## src/rtl/vga_pkg.sv

```systemverilog
// Shared types and default 640x480@60 timing for the VGA scanout block.
package vga_pkg;

  typedef enum logic [1:0] {
    STOPPED  = 2'd0,
    RUNNING  = 2'd1,
    DRAINING = 2'd2
  } scanout_state_t;

  typedef struct packed {
    logic [3:0] red;
    logic [3:0] green;
    logic [3:0] blue;
  } rgb444_t;

  localparam int DEF_BUS_WIDTH = 12;
  localparam int DEF_H_ACTIVE  = 640;
  localparam int DEF_H_FRONT   = 16;
  localparam int DEF_H_SYNC    = 96;
  localparam int DEF_H_BACK    = 48;
  localparam int DEF_V_ACTIVE  = 480;
  localparam int DEF_V_FRONT   = 10;
  localparam int DEF_V_SYNC    = 2;
  localparam int DEF_V_BACK    = 33;

  // Counter width for an axis; a total of 1 still needs one bit to hold 0.
  function automatic int axis_width(input int total);
    return (total > 1) ? $clog2(total) : 1;
  endfunction

endpackage

```

## src/rtl/vga_timing.sv

```systemverilog
// Free-running horizontal/vertical raster counters and region decode.
module vga_timing
  import vga_pkg::*;
#(
  parameter int H_ACTIVE = DEF_H_ACTIVE,
  parameter int H_FRONT  = DEF_H_FRONT,
  parameter int H_SYNC   = DEF_H_SYNC,
  parameter int H_BACK   = DEF_H_BACK,
  parameter int V_ACTIVE = DEF_V_ACTIVE,
  parameter int V_FRONT  = DEF_V_FRONT,
  parameter int V_SYNC   = DEF_V_SYNC,
  parameter int V_BACK   = DEF_V_BACK
) (
  input  logic clock,
  input  logic reset,
  output logic active_o,
  output logic hsync_pulse_o,
  output logic vsync_pulse_o,
  output logic origin_o
);

  localparam int H_TOTAL = H_ACTIVE + H_FRONT + H_SYNC + H_BACK;
  localparam int V_TOTAL = V_ACTIVE + V_FRONT + V_SYNC + V_BACK;
  localparam int HW = axis_width(H_TOTAL);
  localparam int VW = axis_width(V_TOTAL);

  localparam logic [HW-1:0] H_LAST     = HW'(H_TOTAL - 1);
  localparam logic [HW-1:0] H_ACT_END  = HW'(H_ACTIVE);
  localparam logic [HW-1:0] H_SYNC_BEG = HW'(H_ACTIVE + H_FRONT);
  localparam logic [HW-1:0] H_SYNC_END = HW'(H_ACTIVE + H_FRONT + H_SYNC);
  localparam logic [VW-1:0] V_LAST     = VW'(V_TOTAL - 1);
  localparam logic [VW-1:0] V_ACT_END  = VW'(V_ACTIVE);
  localparam logic [VW-1:0] V_SYNC_BEG = VW'(V_ACTIVE + V_FRONT);
  localparam logic [VW-1:0] V_SYNC_END = VW'(V_ACTIVE + V_FRONT + V_SYNC);

  logic [HW-1:0] h_count_q, h_count_d;
  logic [VW-1:0] v_count_q, v_count_d;
  logic          h_wrap, v_wrap;

  assign h_wrap = (h_count_q == H_LAST);
  assign v_wrap = (v_count_q == V_LAST);

  // Next raster position: h always advances, v advances when h wraps.
  always_comb begin
    h_count_d = h_wrap ? '0 : h_count_q + 1'b1;
    v_count_d = v_count_q;
    if (h_wrap) begin
      v_count_d = v_wrap ? '0 : v_count_q + 1'b1;
    end
  end

  // Counter registers; they run from reset regardless of scanout state.
  always_ff @(posedge clock or posedge reset) begin
    if (reset) begin
      h_count_q <= '0;
      v_count_q <= '0;
    end else begin
      h_count_q <= h_count_d;
      v_count_q <= v_count_d;
    end
  end

  assign active_o      = (h_count_q < H_ACT_END) && (v_count_q < V_ACT_END);
  assign hsync_pulse_o = (h_count_q >= H_SYNC_BEG) && (h_count_q < H_SYNC_END);
  assign vsync_pulse_o = (v_count_q >= V_SYNC_BEG) && (v_count_q < V_SYNC_END);
  assign origin_o      = (h_count_q == '0) && (v_count_q == '0);

endmodule

```

## src/rtl/vga_scanout.sv

```systemverilog
// VGA scanout: frame-aligned start/stop FSM, FIFO pop, registered DAC outputs.
module vga_scanout
  import vga_pkg::*;
#(
  parameter int BUS_WIDTH       = DEF_BUS_WIDTH,
  parameter int H_ACTIVE        = DEF_H_ACTIVE,
  parameter int H_FRONT         = DEF_H_FRONT,
  parameter int H_SYNC          = DEF_H_SYNC,
  parameter int H_BACK          = DEF_H_BACK,
  parameter int V_ACTIVE        = DEF_V_ACTIVE,
  parameter int V_FRONT         = DEF_V_FRONT,
  parameter int V_SYNC          = DEF_V_SYNC,
  parameter int V_BACK          = DEF_V_BACK,
  parameter bit SYNC_ACTIVE_LOW = 1'b1
) (
  input  logic                 clock,
  input  logic                 reset,
  input  logic                 enable,
  input  logic [BUS_WIDTH-1:0] fifo_data,
  input  logic                 fifo_empty,
  output logic                 fifo_read,
  output logic [3:0]           red,
  output logic [3:0]           green,
  output logic [3:0]           blue,
  output logic                 hsync,
  output logic                 vsync,
  output logic                 frame_start,
  output logic                 underflow,
  output logic                 running
);

  localparam logic SYNC_PULSE = ~SYNC_ACTIVE_LOW;
  localparam logic SYNC_IDLE  = SYNC_ACTIVE_LOW;

  logic active, hsync_pulse, vsync_pulse, origin;

  vga_timing #(
    .H_ACTIVE (H_ACTIVE),
    .H_FRONT  (H_FRONT),
    .H_SYNC   (H_SYNC),
    .H_BACK   (H_BACK),
    .V_ACTIVE (V_ACTIVE),
    .V_FRONT  (V_FRONT),
    .V_SYNC   (V_SYNC),
    .V_BACK   (V_BACK)
  ) u_timing (
    .clock         (clock),
    .reset         (reset),
    .active_o      (active),
    .hsync_pulse_o (hsync_pulse),
    .vsync_pulse_o (vsync_pulse),
    .origin_o      (origin)
  );

  scanout_state_t state_q, state_d;
  rgb444_t        pixel_q, pixel_d;
  logic           hsync_q, hsync_d;
  logic           vsync_q, vsync_d;
  logic           frame_start_q, frame_start_d;
  logic           underflow_q, underflow_d;
  logic           running_q, running_d;
  logic           scanning;
  logic           underflow_pixel;

  // Next-state and pixel decode. The decision taken at (0,0) applies to
  // pixel (0,0) itself, so a frame is always scanned from its first pixel
  // and a running frame is finished before stopping.
  always_comb begin
    state_d = state_q;
    if (origin) begin
      state_d = enable ? RUNNING : STOPPED;
    end else begin
      unique case (state_q)
        STOPPED:  state_d = STOPPED;
        RUNNING:  if (!enable) state_d = DRAINING;
        DRAINING: if (enable)  state_d = RUNNING;
        default:  state_d = STOPPED;
      endcase
    end

    scanning        = (state_d != STOPPED);
    fifo_read       = active & scanning & ~fifo_empty & ~reset;
    underflow_pixel = active & scanning & fifo_empty;

    pixel_d = '0;
    if (fifo_read) begin
      pixel_d = rgb444_t'(fifo_data[11:0]);
    end

    hsync_d       = hsync_pulse ? SYNC_PULSE : SYNC_IDLE;
    vsync_d       = vsync_pulse ? SYNC_PULSE : SYNC_IDLE;
    frame_start_d = origin;
    running_d     = scanning;

    // An underflow on pixel (0,0) belongs to the new frame, so set wins.
    underflow_d = underflow_q;
    if (origin)          underflow_d = 1'b0;
    if (underflow_pixel) underflow_d = 1'b1;
  end

  // FSM state register.
  always_ff @(posedge clock or posedge reset) begin
    if (reset) begin
      state_q <= STOPPED;
    end else begin
      state_q <= state_d;
    end
  end

  // Single output stage; every DAC-side signal lags the counters by one cycle.
  always_ff @(posedge clock or posedge reset) begin
    if (reset) begin
      pixel_q       <= '0;
      hsync_q       <= SYNC_IDLE;
      vsync_q       <= SYNC_IDLE;
      frame_start_q <= 1'b0;
      underflow_q   <= 1'b0;
      running_q     <= 1'b0;
    end else begin
      pixel_q       <= pixel_d;
      hsync_q       <= hsync_d;
      vsync_q       <= vsync_d;
      frame_start_q <= frame_start_d;
      underflow_q   <= underflow_d;
      running_q     <= running_d;
    end
  end

  assign red         = pixel_q.red;
  assign green       = pixel_q.green;
  assign blue        = pixel_q.blue;
  assign hsync       = hsync_q;
  assign vsync       = vsync_q;
  assign frame_start = frame_start_q;
  assign underflow   = underflow_q;
  assign running     = running_q;

endmodule

```

## config.mk

```make
export PLATFORM = sky130hd
export DESIGN_NAME = vga_scanout
export DESIGN_NICKNAME = d
export VERILOG_FILES = /design/src/rtl/vga_pkg.sv /design/src/rtl/vga_timing.sv /design/src/rtl/vga_scanout.sv
export SDC_FILE = /design/constraint.sdc
export NUM_CORES = 1
export LEC_CHECK = 0
export BUFFER_PORTS_ARGS = -buffer_cell sky130_fd_sc_hd__buf_2
export CORE_ASPECT_RATIO = 1.75
export CORE_MARGIN = 10
export CORE_UTILIZATION = 57
export CTS_BUF_LIST = sky130_fd_sc_hd__clkbuf_8
export DETAILED_ROUTE_END_ITERATION = 7
export PLACE_DENSITY_LB_ADDON = 0.3
export SLEW_MARGIN = 10
export SYNTH_ARGS = -nofsm -noshare
export SYNTH_HDL_FRONTEND = slang
export SYNTH_SLANG_ARGS = --single-unit
```

## constraint.sdc

```tcl
create_clock -name clock -period 2.4 [get_ports clock]
set_clock_uncertainty 0.1 [all_clocks]
set_input_delay 0.36 -clock clock [delete_from_list [all_inputs] [get_ports clock]]
set_output_delay 0.36 -clock clock [all_outputs]
set_load 0.02 [all_outputs]
```

* Word level (Yosys, flattened, before mapping)
Cells that the tools add are included.
Widths: inputs -> output; s select.
** Cells by class
- Add/sub/neg operators :: 2
- Multiply operators :: 0
- Divide/modulo/power cells :: 0
- Order comparisons :: 6
- Eq/ne operators :: 4
- Shifts and indexed selects :: 0
- Multiplexer cells :: 12
- Bitwise gates (word level) :: 6
- Reductions and logical operators :: 8
** Operators by type and width (count)
- $add 10x1->10 const B :: 2
- $eq 10x10->1 const B :: 2
- $logic_not 10->1 :: 2
- $lt 10x10->1 const B :: 2
- $lt 10x9->1 const B :: 2
- $mux 10 :: 2
- $mux 12 :: 1
- $ge 10x10->1 const B :: 1
- $ge 10x9->1 const B :: 1
- $mux 2 :: 3
- $mux 1 :: 5
- $and 1x1->1 :: 4
- $logic_and 1x1->1 :: 4
- $pmux 2 s2 :: 1
- $reduce_bool 2->1 :: 2
- $eq 2x1->1 const B :: 1
- $eq 2x2->1 const B :: 1
- $not 1->1 :: 2
** Word-level totals
- Flip-flop bits (word level) :: 39
- Latch bits :: 0
- RAM bits :: 0
- Memory bits (read-only) :: 0
- Input bits :: 16
- Output and inout port bits :: 18
- Logic and storage cells :: 49
- Memories kept :: 0

* Depth between registers and ports, before layout
- Depth in word-level cells :: 8
- Mapped depth :: 7
- Gate-level depth less buffers :: 6

* By module
Synthesis repeated with hierarchy kept, for this count alone.
** Second synthesis, totals
- Cell total of the unflattened synthesis :: 165
- Area, all modules :: 1819.2 um^2
** By module, submodules not included
- vga_timing :: times used 1, cells each 110, area an instance 1107.3 um^2, seq. area each 500.5 um^2
- vga_scanout :: times used 1, cells each 55, area an instance 711.9 um^2, seq. area each 478.0 um^2

* Worst setup path after synthesis
OpenSTA, ideal clock, no wires.
- Path kind :: reg-to-output
- From :: register state_q[0]
- To :: output port fifo_read
- Data arrival time :: 1.632 ns
- Required time :: 1.940 ns
- Path slack :: 0.308 ns
- Stages on the path, launching flop included :: 8
- Buffers on the path :: 1
- Path through :: dfrtp_1 > inv_1 > ha_1 > mux2i_1 > a311oi_1 > o211ai_1 > buf_2 > nand2_1
** Between the ends
- Longest elaborated chain between the ends :: 7
- Elaborated cells on any way between the ends :: 10
- Classes of those cells :: eq/ne: 2; mux: 4; bitwise: 3; reduce/logical: 1
** Ends and longest elaborated chain
- start, declared :: RTL line vga_scanout.sv:55 : scanout_state_t state_q, state_d;
- start signal, assigned :: RTL line vga_scanout.sv:106 : state_q <= state_d;
- $eq 2x2->1 (tied with other cells) :: RTL line vga_scanout.sv:73 : unique case (state_q)
- $pmux 2 s2 * :: RTL line vga_scanout.sv:73
- $mux 2 * :: RTL line vga_scanout.sv:70 : if (origin) begin
- $reduce_bool 2->1 * :: RTL line vga_scanout.sv:81 : scanning = (state_d != STOPPED);
- $and 1x1->1 * (3 in series) :: RTL line vga_scanout.sv:82 : fifo_read = active & scanning & ~fifo_empty & ~reset;
- end, declared :: RTL line vga_scanout.sv:21 : output logic fifo_read,
Mark *: on every way between the ends. The rest lies on a longest branch, timed or not.

* Final worst setup path
- From :: register u_timing.h_count_q[0]
- To :: output port fifo_read
** Between the ends
- Longest elaborated chain between the ends :: 7
- Elaborated cells on any way between the ends :: 9
- Classes of those cells :: order compare: 1; mux: 1; bitwise: 3; reduce/logical: 4
** Ends and longest elaborated chain
- start, declared :: RTL line vga_timing.sv:36 : logic [HW-1:0] h_count_q, h_count_d;
- start signal, assigned :: RTL line vga_timing.sv:58 : h_count_q <= h_count_d;
- branches (longest 4 deep; another with $lt 10x10->1)
- $and 1x1->1 * (3 in series) :: RTL line vga_scanout.sv:82
Every way passes the cells marked *.

==> flow_metrics.env <==
export IMPL_synthTopCellsByArea="dfrtp_1 (49%), ha_1 (4.0%), a21boi_1 (3.6%)"
export IMPL_stdcell_count=279
export IMPL_final_max_slew_violation_count=0
export IMPL_synthArstFlopShare_pct=100
export IMPL_grt_max_degree=21
export IMPL_clk_pin_slew_ps=70
export IMPL_cp_max_fo=4
export IMPL_drt_initial_drc_count=67
export IMPL_design_die_area_um2=6120
export IMPL_rows=27
export IMPL_min_path_type="primary input to asynchronous set/reset pin"
export IMPL_cts_root_buf="clkbuf_8"
export IMPL_r2r_setup_slack_ps=400
export IMPL_diodes=0
export IMPL_hold_buffers=0
export IMPL_nets=257
export IMPL_status="finished clean"
export IMPL_vias=1640
export IMPL_io_pins=34
export IMPL_synthTopCellsByCount="dfrtp_1 (37), nand2_1 (12), nor2_1 (12), inv_1 (11), nand3_1 (10)"
export IMPL_p_sw_mw=0.257
export IMPL_grtUsageTotal_pct=16.1
export IMPL_p_leak_nw=1.13
export IMPL_drc=0
export IMPL_synth_top_area_share_pct=48.9
export IMPL_grt_pass1_wl_um=7890
export IMPL_p_total_mw=1.13
export IMPL_coreArea_um2=3180
export IMPL_start_kind="flip-flop"
export IMPL_grt_pass1_vias=1696
export IMPL_tightest_slew_ps=489
export IMPL_avgSynthCellArea_um2=10.6
export IMPL_power_frac_comb_pct=3.5
export IMPL_start_util_pct=59.7
export IMPL_gr_total_overflow=0
export IMPL_maxCapViolations=0
export IMPL_die_h_um=96.3
export IMPL_seq_power_share_pct=58.3
export IMPL_drt_pass1_iter_count=4
export IMPL_via_per_inst=5.88
export IMPL_syn2layout_area_growth_pct=26.7
export IMPL_place_ws_ps=195
export IMPL_postLayoutCoreUtil_pct=75.6
export IMPL_yosysMostFrequentCell="dfrtp_1"
export IMPL_clock_sinks=39
export IMPL_setup_slack_ps=19.7
export IMPL_crit_arrival_ps=1920
export IMPL_ys_types=45
export IMPL_synth_xor_area_share_pct=5.09
export IMPL_dp_cells=256
export IMPL_slew_headroom_pct=66.9
export IMPL_avgRoutedWirePerCell_um=17.9
export IMPL_holdWs_ps=3.00
export IMPL_peakVddDrop_uv=573
export IMPL_ys_ff_latch=39
export IMPL_period_share_pct=99.2
export IMPL_h_tree_depth=2
export IMPL_critical_path_class="flip-flop to output pin"
export IMPL_die_w_um=63.6
export IMPL_synthCells=179
export IMPL_p_sw_share_pct=22.7
export IMPL_wl_um=5010
export IMPL_setup_viol=0
export IMPL_place_congestion=0.945
export IMPL_synth_flop_cell="dfrtp_1"
export IMPL_final_hold_violation_count=0
export IMPL_clk_latency_ps=300
export IMPL_antenna_found_initial=0
export IMPL_yosys_mux_area_fraction_pct=0.528
export IMPL_critPathCaptureType="output pin"
export IMPL_synth_largest_area_cell="dfrtp_1"
export IMPL_synth_compound_area_share_pct=11.9
export IMPL_synth_top_family_by_area="simple AND/OR/NAND/NOR gates"
export IMPL_syn_area_um2=1890
export IMPL_place_hpwl_um=3410
export IMPL_synth_edf_count=0
export IMPL_layout_drive_gt1_share_pct=35.2
export IMPL_synth_fa_ha_area_share_pct=3.96
export IMPL_internal_power_mw=0.874
export IMPL_portBuffers=33
export IMPL_tritoncts="done"
export IMPL_synth_yosys_warnings=0
export IMPL_cp_data_required_time_ps=1940
export IMPL_ys_seq_area_share_pct=51.7
export IMPL_synth_nets=201
export IMPL_clkPwrFrac_pct=38.2
export IMPL_drtAntennaViolNets=0
export IMPL_post_route_min_period_ps=2380
export IMPL_synthSimpleGateAreaFrac_pct=23.5
export IMPL_fmax_mhz=420
export IMPL_cts_buffers_inserted=5
export IMPL_clk_path_buf_depth=2
export IMPL_power_density_nw_per_um2=471
[worst paths after layout]
check                                           start                    end  cells after the start
max in group asynchronous                       reset                  hsync                      3
worst min register to register  u_timing.v_count_q[8]  u_timing.v_count_q[8]                      1
min in group clock                       fifo_data[1]                blue[1]                      2
worst max register to register             state_q[1]                blue[0]                      8
worst min-delay path                            reset                blue[1]                      3
worst max-delay path            u_timing.h_count_q[0]              fifo_read                      7
[final cells by class]
class / instances / area (um2)
clock buffers: 5 / 68.8
well taps: 43 / 53.8
flip-flops and latches: 39 / 980
clock inverters: 3 / 15.0
fillers: 225 / 776
multi-input cells: 125 / 920
repair buffers: 53 / 322
inverters: 11 / 41.3
[worst max-delay path: stages (launching register included)]
cell      delay [ps]
dfrtp_1          420
inv_1             70
ha_1             140
nor4b_4          300
nand3_2          130
o211ai_1         300
nand2_1          120
buf_6            140
[routing by layer]
metal  routed length [um]  track usage [%]  vias up  share of wire (%)
met3                  329             5.35       18                6.6
li1                     -                -      753                  -
met5                    0                0        -                  0
met4                  154             9.52        0                3.1
met1                 1910             15.4      793                 38
met2                 2620             29.4       76                 52
[registers in the layout, summed over array words and instances (netlist names)]
signal              flops
u_timing.h_count_q     10
vsync                   1
u_timing.v_count_q     10
hsync                   1
blue                    4
frame_start             1
underflow               1
green                   4
state_q                 2
running                 1
red                     4
[cells by family (layout without fill, tap and decap cells)]
kind of cell	after synthesis	in the layout
and+or+nand+nor	73	73
AOI/OAI and AO/OA	34	34
muxes	1	1
adders and majority gates	6	6
DFF	39	39
xor gates and xnor gates	11	11
buffers and inverters	15	72
[cells in the final DEF (no fill, tap or decap), types with 3 or more instances in the layout]
master,Yosys,layout
nand4_1,9,9
nor2_1,12,12
xnor2_1,6,6
ha_1,6,5
clkbuf_8,0,5
nor3_1,5,4
nand2_1,12,12
or3_1,3,3
o21ai_0,7,7
nand3_1,10,9
a21oi_1,5,5
a21boi_0,3,3
a21boi_1,9,9
and4_1,3,3
dfrtp_1,37,36
buf_4,1,20
clkinv_2,0,3
xor2_1,5,5
inv_1,11,9
buf_2,3,32
[metrics by stage]
stage	setup TNS, ps	cell area (um2)
3_3_place_gp	0	2130
2_1_floorplan	0	1890
6_report	0	2400
3_5_place_dp	0	2130
5_1_grt	-63.5	2400
4_1_cts	0	2230
[power groups by stage]
| stage | clock network (mW) | logic [mW] | registers [mW] |
|---|---|---|---|
| after floorplan | 0 | 0.0160 | 0.674 |
| after global placement | 0 | 0.0379 | 0.672 |
| after detailed placement | 0 | 0.0392 | 0.672 |
| after CTS | 0.435 | 0.0395 | 0.659 |
| after global routing | 0.469 | 0.0444 | 0.659 |
| final | 0.432 | 0.0397 | 0.659 |
[timing repair]
| action | in CTS | in global routing |
|---|---|---|
| endpoints found under the setup margin | 1 | 1 |
| setup buffers | 1 | 14 |
| resized for setup | 2 | 13 |
| pin swaps | 2 | 4 |
| hold endpoints to repair | 0 | 0 |
Power figures use the tool's default switching activity.
